`config.mk`:
```
export PLATFORM = sky130hd
export DESIGN_NAME = dis_sqrt_unit
export DESIGN_NICKNAME = d
export VERILOG_FILES = /design/src/rtl/dis_sqrt_unit.sv
export SDC_FILE = /design/constraint.sdc
export NUM_CORES = 1
export LEC_CHECK = 0
export CAP_MARGIN = 30
export CORE_UTILIZATION = 45
export DETAILED_ROUTE_END_ITERATION = 8
export GPL_TIMING_DRIVEN = 0
export PLACE_DENSITY = 0.67
export SYNTH_ARGS = -nofsm -noshare
export SYNTH_HDL_FRONTEND = slang
export SYNTH_SLANG_ARGS = --single-unit
```
`constraint.sdc`:
```
create_clock -name clk -period 3.9 [get_ports clk]
set_clock_uncertainty 0.1 [all_clocks]
set_input_delay 0.975 -clock clk [delete_from_list [all_inputs] [get_ports clk]]
set_output_delay 0.975 -clock clk [all_outputs]
set_load 0.05 [all_outputs]
```
`src/rtl/dis_sqrt_unit.sv`:
```
`default_nettype none
// ============================================================================
// Module   : dis_sqrt_unit
// Purpose  : Iterative integer square root of the signed sphere-intersection
//            discriminant. Produces floor(sqrt(dis)) one radicand bit-pair
//            per cycle, plus a hit flag (dis >= 0) and a pass-through tag.
//            One operation in flight; valid/ready handshake on both sides.
// Ports    : clk        - clock, rising edge
//            rstn       - asynchronous active-low reset
//            in_valid   - in_dis / in_tag valid
//            in_ready   - unit idle and able to accept
//            in_dis     - signed discriminant (DIS_W bits)
//            in_tag     - opaque sideband (TAG_W bits)
//            out_valid  - result valid
//            out_ready  - downstream accepts result
//            out_root   - floor(sqrt(in_dis)), 0 when negative
//            out_hit    - 1 when in_dis >= 0
//            out_tag    - copy of in_tag latched on accept
// Revision : 1.0 - initial release
// ============================================================================
module dis_sqrt_unit #(
    parameter int DIS_W  = 51,
    parameter int ROOT_W = 27,
    parameter int TAG_W  = 20
) (
    input  logic              clk,
    input  logic              rstn,
    input  logic              in_valid,
    output logic              in_ready,
    input  logic [DIS_W-1:0]  in_dis,
    input  logic [TAG_W-1:0]  in_tag,
    output logic              out_valid,
    input  logic              out_ready,
    output logic [ROOT_W-1:0] out_root,
    output logic              out_hit,
    output logic [TAG_W-1:0]  out_tag
);

    // Radicand is the sign-cleared discriminant padded up to an even width so
    // it splits cleanly into bit-pairs, MSB pair first.
    localparam int C_RAD_W = ((DIS_W + 1) % 2 == 0) ? (DIS_W + 1) : (DIS_W + 2);
    localparam int C_PAIRS = C_RAD_W / 2;
    localparam int C_RT_W  = C_PAIRS;
    // Remainder never exceeds 2*root, so root width + 2 holds rem<<2 | pair.
    localparam int C_REM_W = C_PAIRS + 2;
    localparam int C_CNT_W = $clog2(C_PAIRS);
    localparam int C_PAD   = C_RAD_W - DIS_W - 1;

    typedef enum logic [1:0] {
        IDLE = 2'd0,
        CALC = 2'd1,
        DONE = 2'd2
    } state_t;

    state_t               state_q, state_d;
    logic [C_RAD_W-1:0]   rad_q,   rad_d;
    logic [C_REM_W-1:0]   rem_q,   rem_d;
    logic [C_RT_W-1:0]    root_q,  root_d;
    logic [C_CNT_W-1:0]   cnt_q,   cnt_d;
    logic                 hit_q,   hit_d;
    logic [TAG_W-1:0]     tag_q,   tag_d;

    logic [C_REM_W-1:0]   rem_shift;
    logic [C_REM_W-1:0]   trial;

    // Bring down the next radicand bit-pair; trial divisor is 4*root + 1.
    assign rem_shift = {rem_q[C_REM_W-3:0], rad_q[C_RAD_W-1 -: 2]};
    assign trial     = {root_q, 2'b01};

    always_ff @(posedge clk or negedge rstn) begin
        if (!rstn) begin
            state_q <= IDLE;
            rad_q   <= '0;
            rem_q   <= '0;
            root_q  <= '0;
            cnt_q   <= '0;
            hit_q   <= 1'b0;
            tag_q   <= '0;
        end else begin
            state_q <= state_d;
            rad_q   <= rad_d;
            rem_q   <= rem_d;
            root_q  <= root_d;
            cnt_q   <= cnt_d;
            hit_q   <= hit_d;
            tag_q   <= tag_d;
        end
    end

    always_comb begin
        state_d = state_q;
        rad_d   = rad_q;
        rem_d   = rem_q;
        root_d  = root_q;
        cnt_d   = cnt_q;
        hit_d   = hit_q;
        tag_d   = tag_q;

        case (state_q)
            IDLE: begin
                if (in_valid) begin
                    tag_d = in_tag;
                    if (in_dis[DIS_W-1]) begin
                        // Negative discriminant: miss, no iteration needed.
                        root_d  = '0;
                        hit_d   = 1'b0;
                        state_d = DONE;
                    end else begin
                        rad_d   = C_RAD_W'({1'b0, in_dis}) << C_PAD;
                        rem_d   = '0;
                        root_d  = '0;
                        hit_d   = 1'b0;
                        cnt_d   = C_CNT_W'(C_PAIRS - 1);
                        state_d = CALC;
                    end
                end
            end
            CALC: begin
                if (rem_shift >= trial) begin
                    rem_d  = rem_shift - trial;
                    root_d = {root_q[C_RT_W-2:0], 1'b1};
                end else begin
                    rem_d  = rem_shift;
                    root_d = {root_q[C_RT_W-2:0], 1'b0};
                end
                rad_d = rad_q << 2;
                if (cnt_q == '0) begin
                    hit_d   = 1'b1;
                    state_d = DONE;
                end else begin
                    cnt_d = cnt_q - C_CNT_W'(1);
                end
            end
            DONE: begin
                if (out_ready) begin
                    state_d = IDLE;
                end
            end
            default: begin
                state_d = IDLE;
            end
        endcase
    end

    assign in_ready  = (state_q == IDLE);
    assign out_valid = (state_q == DONE);
    assign out_root  = ROOT_W'(root_q);
    assign out_hit   = hit_q;
    assign out_tag   = tag_q;

endmodule
`default_nettype wire

```
Yosys cells after proc, flatten, opt, wreduce, memory -nomap -nowiden
Index checks and enable logic that the tools add are counted.
{"block": "totals", "ff_bits": 132, "inputBits": 75, "out_inout_bits": 50}
{"block": "op_classes", "addsub": 2, "order_cmp": 1, "eq_ne": 7, "mux": 22, "reduce_logical": 9}
{"cell": "$mux W26", "n": 4}
{"cell": "$mux W52", "n": 2}
{"cell": "$pmux W26 S2", "n": 2}
{"cell": "$pmux W52 S2", "n": 1}
{"cell": "$ge A28 B28 Y1", "n": 1}
{"cell": "$sub A26 B26 Y26", "n": 1}
{"cell": "$mux W5", "n": 3}
{"cell": "$pmux W5 S2", "n": 1}
{"cell": "$reduce_and A3 Y1", "n": 3}
{"cell": "$mux W2", "n": 4}
{"cell": "$ne A2 B2 Y1 const B", "n": 4}
{"cell": "$pmux W2 S3", "n": 1}
{"cell": "$logic_not A5 Y1", "n": 1}
{"cell": "$sub A5 B1 Y5 const B", "n": 1}
{"cell": "$reduce_and A2 Y1", "n": 2}
{"cell": "$reduce_and A4 Y1", "n": 1}
{"cell": "$mux W1", "n": 3}
{"cell": "$eq A2 B1 Y1 const B", "n": 1}
{"cell": "$eq A2 B2 Y1 const B", "n": 1}
{"cell": "$logic_not A2 Y1", "n": 1}
{"cell": "$ne A2 B1 Y1 const B", "n": 1}
{"cell": "$pmux W1 S2", "n": 1}
{"cell": "$reduce_bool A2 Y1", "n": 1}

Longest topological paths before layout
{"block": "logic_depth", "word_depth": 3, "depth_mapped": 12, "ltp_nobuf": 11}

Worst setup path before layout
OpenSTA, ideal clock, no wires.
{"block": "synth_path", "path_kind": "register to register", "startpoint": "register root_q[0]", "endpoint": "register rem_q[23]", "setup_ns": 0.122, "t_arrival_ns": 2.661, "required_time_ns": 3.678, "setup_slack_ns": 1.018, "path_stages_with_launch": 12, "n_path_buf": 0, "period_less_slack_ns": 2.882, "path_cell_list": "dfrtp_1 > inv_1 > ha_1 > o21a_1 > o211ai_1 > a31oi_1 > a221oi_1 > or3_1 > a31oi_1 > o22ai_1 > mux2i_1 > nand2_1"}
{"block": "synth_between", "elab_chain_len": 3, "word_cells_on_any_way": 4, "classes_between": "1 x add/sub; 1 x order compare; 2 x mux"}
{"item": "start, declared", "line": "58", "source": "logic [C_RT_W-1:0] root_q, root_d;"}
{"item": "start signal, assigned", "line": "83", "source": "root_q <= root_d;"}
{"item": "$sub A26 B26 Y26 or $ge A28 B28 Y1 (tied branches)", "line": "120, 119"}
{"item": "$mux W26 *", "line": "119", "source": "if (rem_shift >= trial) begin"}
{"item": "$pmux W26 S2 *", "line": "99", "source": "case (state_q)"}
{"item": "end signal, assigned", "line": "82", "source": "rem_q <= rem_d;"}
{"item": "end, declared", "line": "57", "source": "logic [C_REM_W-1:0] rem_q, rem_d;"}
Every way passes the cells marked *; elsewhere a longest branch is shown, timed or not.
A chain may end at the register's enable or synchronous reset.

Worst setup path after layout
{"block": "layout_path", "startpoint": "input port in_valid", "endpoint": "register root_q[23]"}
{"block": "layout_between", "elab_chain_len": 2}
{"item": "start, declared", "line": "28", "source": "input logic in_valid,"}
{"item": "$ne A2 B2 Y1 (no source line)"}
{"item": "$reduce_and A2 Y1 (no source line)"}
Every way passes these cells.

==> flow_metrics.py <==
metrics = {
    "critical_path": {
        "slowest_delay_ns": 0.60,
        "path_max_fanout": 10,
        "setup.worst_path.start_class": "primary input",
        "required_ns": 4.06,
        "crit_slowest_cell": "clkbuf_1",
        "end_kind": "register",
        "path_buf_inv": 3,
        "worst-setup-path-type": "primary input to register",
        "cp_top_family": "buffers and inverters",
        "cp.arrival_ns": 3.50,
        "crit_chain": "clkdlybuf4s50_1 > nand2b_1 > nor2_1 > clkbuf_1 > buf_1 > o22ai_1",
    },
    "final_layout": {
        "final_nets": 1049,
        "utilization": 0.601,
        "syn_to_final_growth_pct": 29.9,
        "drive_gt1_frac": 0.0732,
        "fin_area_mm2": 0.00917,
        "diodes": 0,
        "final_cell_mix": "nand2_1 (153), dfrtp_1 (132), clkdlybuf4s50_1 (122)",
        "layout.cells.non_filler": 1167,
        "layout_commonest_cell": "nand2_1",
    },
    "routing": {
        "drcViolationCount": 0,
        "vias": 6260,
        "drt_first_pass_iters": 5,
        "wl_mm": 18.0,
        "viasPerCell": 5.36,
        "wl_per_cell_um": 15.4,
        "ant_nets": 0,
        "drt-initial-drc-count": 538,
    },
    "global_route": {
        "grt_usage": 0.235,
        "grt_overflow": 0,
        "grt_pass1_vias": 6129,
        "grt_max_degree": 80,
        "grt_pass1_wl_mm": 29.8,
        "antenna_found_initial": 1,
    },
    "timing": {
        "slew_headroom": 0.496,
        "fin_ws_ns": 0.557,
        "tightestPinTransition_ns": 0.753,
        "fin_tns_setup_ns": 0,
        "slew_violations": 0,
        "rsz0062_at_grt": "false",
        "finalSetupViolations": 0,
        "holdWs_ns": 0.379,
        "fin_crit_ns": 3.34,
        "clock.fmax_ghz": 0.299,
        "finalCritPeriodShare": 0.857,
        "hold_viol": 0,
    },
    "clock_network": {
        "cts_hold_buf": 0,
        "cts_resized": 0,
        "cts_tree": "done",
        "insertion_delay_ns": 0.42,
        "clock_sinks": 132,
        "cts-root-buf": "clkbuf_16",
        "ctsLongestPathBuffers": 2,
        "cts.clk_slew.worst_paths_ns": 0.06,
        "htree_levels": 4,
        "post_cts_buffers": 0,
        "cts_buffers": 17,
    },
    "yosys": {
        "syn_inst": 800,
        "ys_seq_area_frac": 0.468,
        "synth-xor-area-share": 0.0223,
        "synth-simple-area-share": 0.178,
        "synth.distinct_cells": 55,
        "synth_area_leaders": "dfrtp_1 (47%), nand2_1 (8.1%), ha_1 (5.3%)",
        "synth_top_family_by_area": "compound AO/OA/AOI/OAI gates",
        "synth-edff-count": 0,
        "synth.net_count": 905,
        "synth_seq_cells": 132,
        "yosysWarnings": 0,
        "netlist.area_leader.share": 0.468,
        "ys.flop_type": "dfrtp_1",
        "syn_area_mm2": 0.00706,
        "yosysTopAreaCell": "dfrtp_1",
        "synth_mux_area_frac": 0.0434,
        "synth_area_per_cell_um2": 8.82,
        "async_reset_ff_frac": 1.00,
        "synth_compound_area_frac": 0.185,
        "synthAdderAreaFrac": 0.0532,
    },
    "floorplan": {
        "core_mm2": 0.0153,
        "die_h_um": 127,
        "start_util": 0.463,
        "rows": 45,
        "pin_count": 125,
        "dieArea_mm2": 0.0162,
        "die_w_um": 127,
    },
    "pwr": {
        "ir_drop_mv": 0.542,
        "power.density_mw_per_mm2": 953,
        "finalPower_mw": 8.74,
        "p_leak_nw": 3.90,
    },
    "placed_design": {
        "gp_congestion": 0.919,
        "port_buffers": 123,
        "dpl-instance-area_mm2": 0.00859,
        "dp_slack_ns": 0.0520,
        "dp.cells": 1136,
        "hpwl_mm": 12.9,
    },
    "outcome": {
        "status": "completed",
    },
    "run": {
        "drv_cap": 0,
    },
    "min_path": {
        "holdCritPathClass": "register to register",
    },
}
power by group:
group / total (mW) / switching, mW / internal, mW
sequential: 2.26 / 0.331 / 1.93
clock: 1.57 / 0.624 / 0.945
combinational: 4.91 / 2.99 / 1.92
cell families (layout without fill, tap and decap cells):
kind of cell             count (synthesis)  in the layout
buffers and inverters                   86            242
multiplexers                            28             28
XOR/XNOR                                18             18
flip-flops                             132            132
AND/OR/NAND/NOR                        300            300
AO/OA/AOI/OAI                          205            205
adder cells (fa/ha/maj)                 30             30
other                                    1              1
sequential cells by signal, summed over array words and instances (netlist names):
register	count
rad_q	52
rem_q	26
root_q	26
out_tag	20
cnt_q	5
state_q	2
out_hit	1
routing by layer:
metal | GRT usage | up-vias | wire length [µm]
li1 | - | 3092 | -
met1 | 0.316 | 2952 | 8340
met2 | 0.376 | 192 | 8370
met3 | 0.0565 | 24 | 1050
met4 | 0.0763 | 0 | 248
met5 | 0 | - | 0
path summary, 6_finish.rpt:
path                                start  slack (ns)  cells past startpoint    endpoint
min in group asynchronous            rstn        0.50                      1   root_q[7]
worst max-delay path             in_valid        0.56                      6  root_q[23]
max in group asynchronous            rstn        2.48                      2   rad_q[35]
worst max register to register  root_q[0]        0.81                     11   rem_q[23]
worst min register to register  rad_q[48]        0.38                      2   rad_q[50]
worst min-delay path            rad_q[48]        0.38                      2   rad_q[50]
layout make-up:
class | instances | area, µm²
Fill cell | 1374 | 6090
Clock inverter | 14 | 155
Multi-Input combinational cell | 582 | 3410
Timing Repair Buffer | 125 | 1260
Tap cell | 211 | 264
Clock buffer | 17 | 425
Inverter | 35 | 131
Sequential cell | 132 | 3300
Buffer | 51 | 216
cell usage after synthesis, types with 4 or more instances:
| library cell | number |
|---|---|
| mux2i_1 | 7 |
| o21ai_1 | 14 |
| nand2b_1 | 6 |
| o211ai_1 | 4 |
| nand4_1 | 4 |
| dfrtp_1 | 132 |
| mux2_2 | 21 |
| ha_1 | 30 |
| a211oi_1 | 4 |
| buf_1 | 5 |
| a31oi_1 | 51 |
| nand2_1 | 153 |
| nand3_1 | 31 |
| o22ai_1 | 27 |
| a21o_1 | 15 |
| nor3_1 | 9 |
| clkbuf_1 | 40 |
| a21oi_1 | 35 |
| o21ai_0 | 24 |
| xor2_1 | 5 |
| xnor2_1 | 13 |
| nor2_1 | 83 |
| inv_1 | 35 |
worst reg2reg max path: cells and delay by family (launching register included):
| kind | cells | cell delay (ns) |
|---|---|---|
| buf+inv | 1 | 0.10 |
| mux | 1 | 0.22 |
| simple gates | 2 | 0.29 |
| fa+ha+maj | 1 | 0.36 |
| compound gates | 6 | 1.54 |
| flops | 1 | 0.38 |
Power figures use the tool's default switching activity.
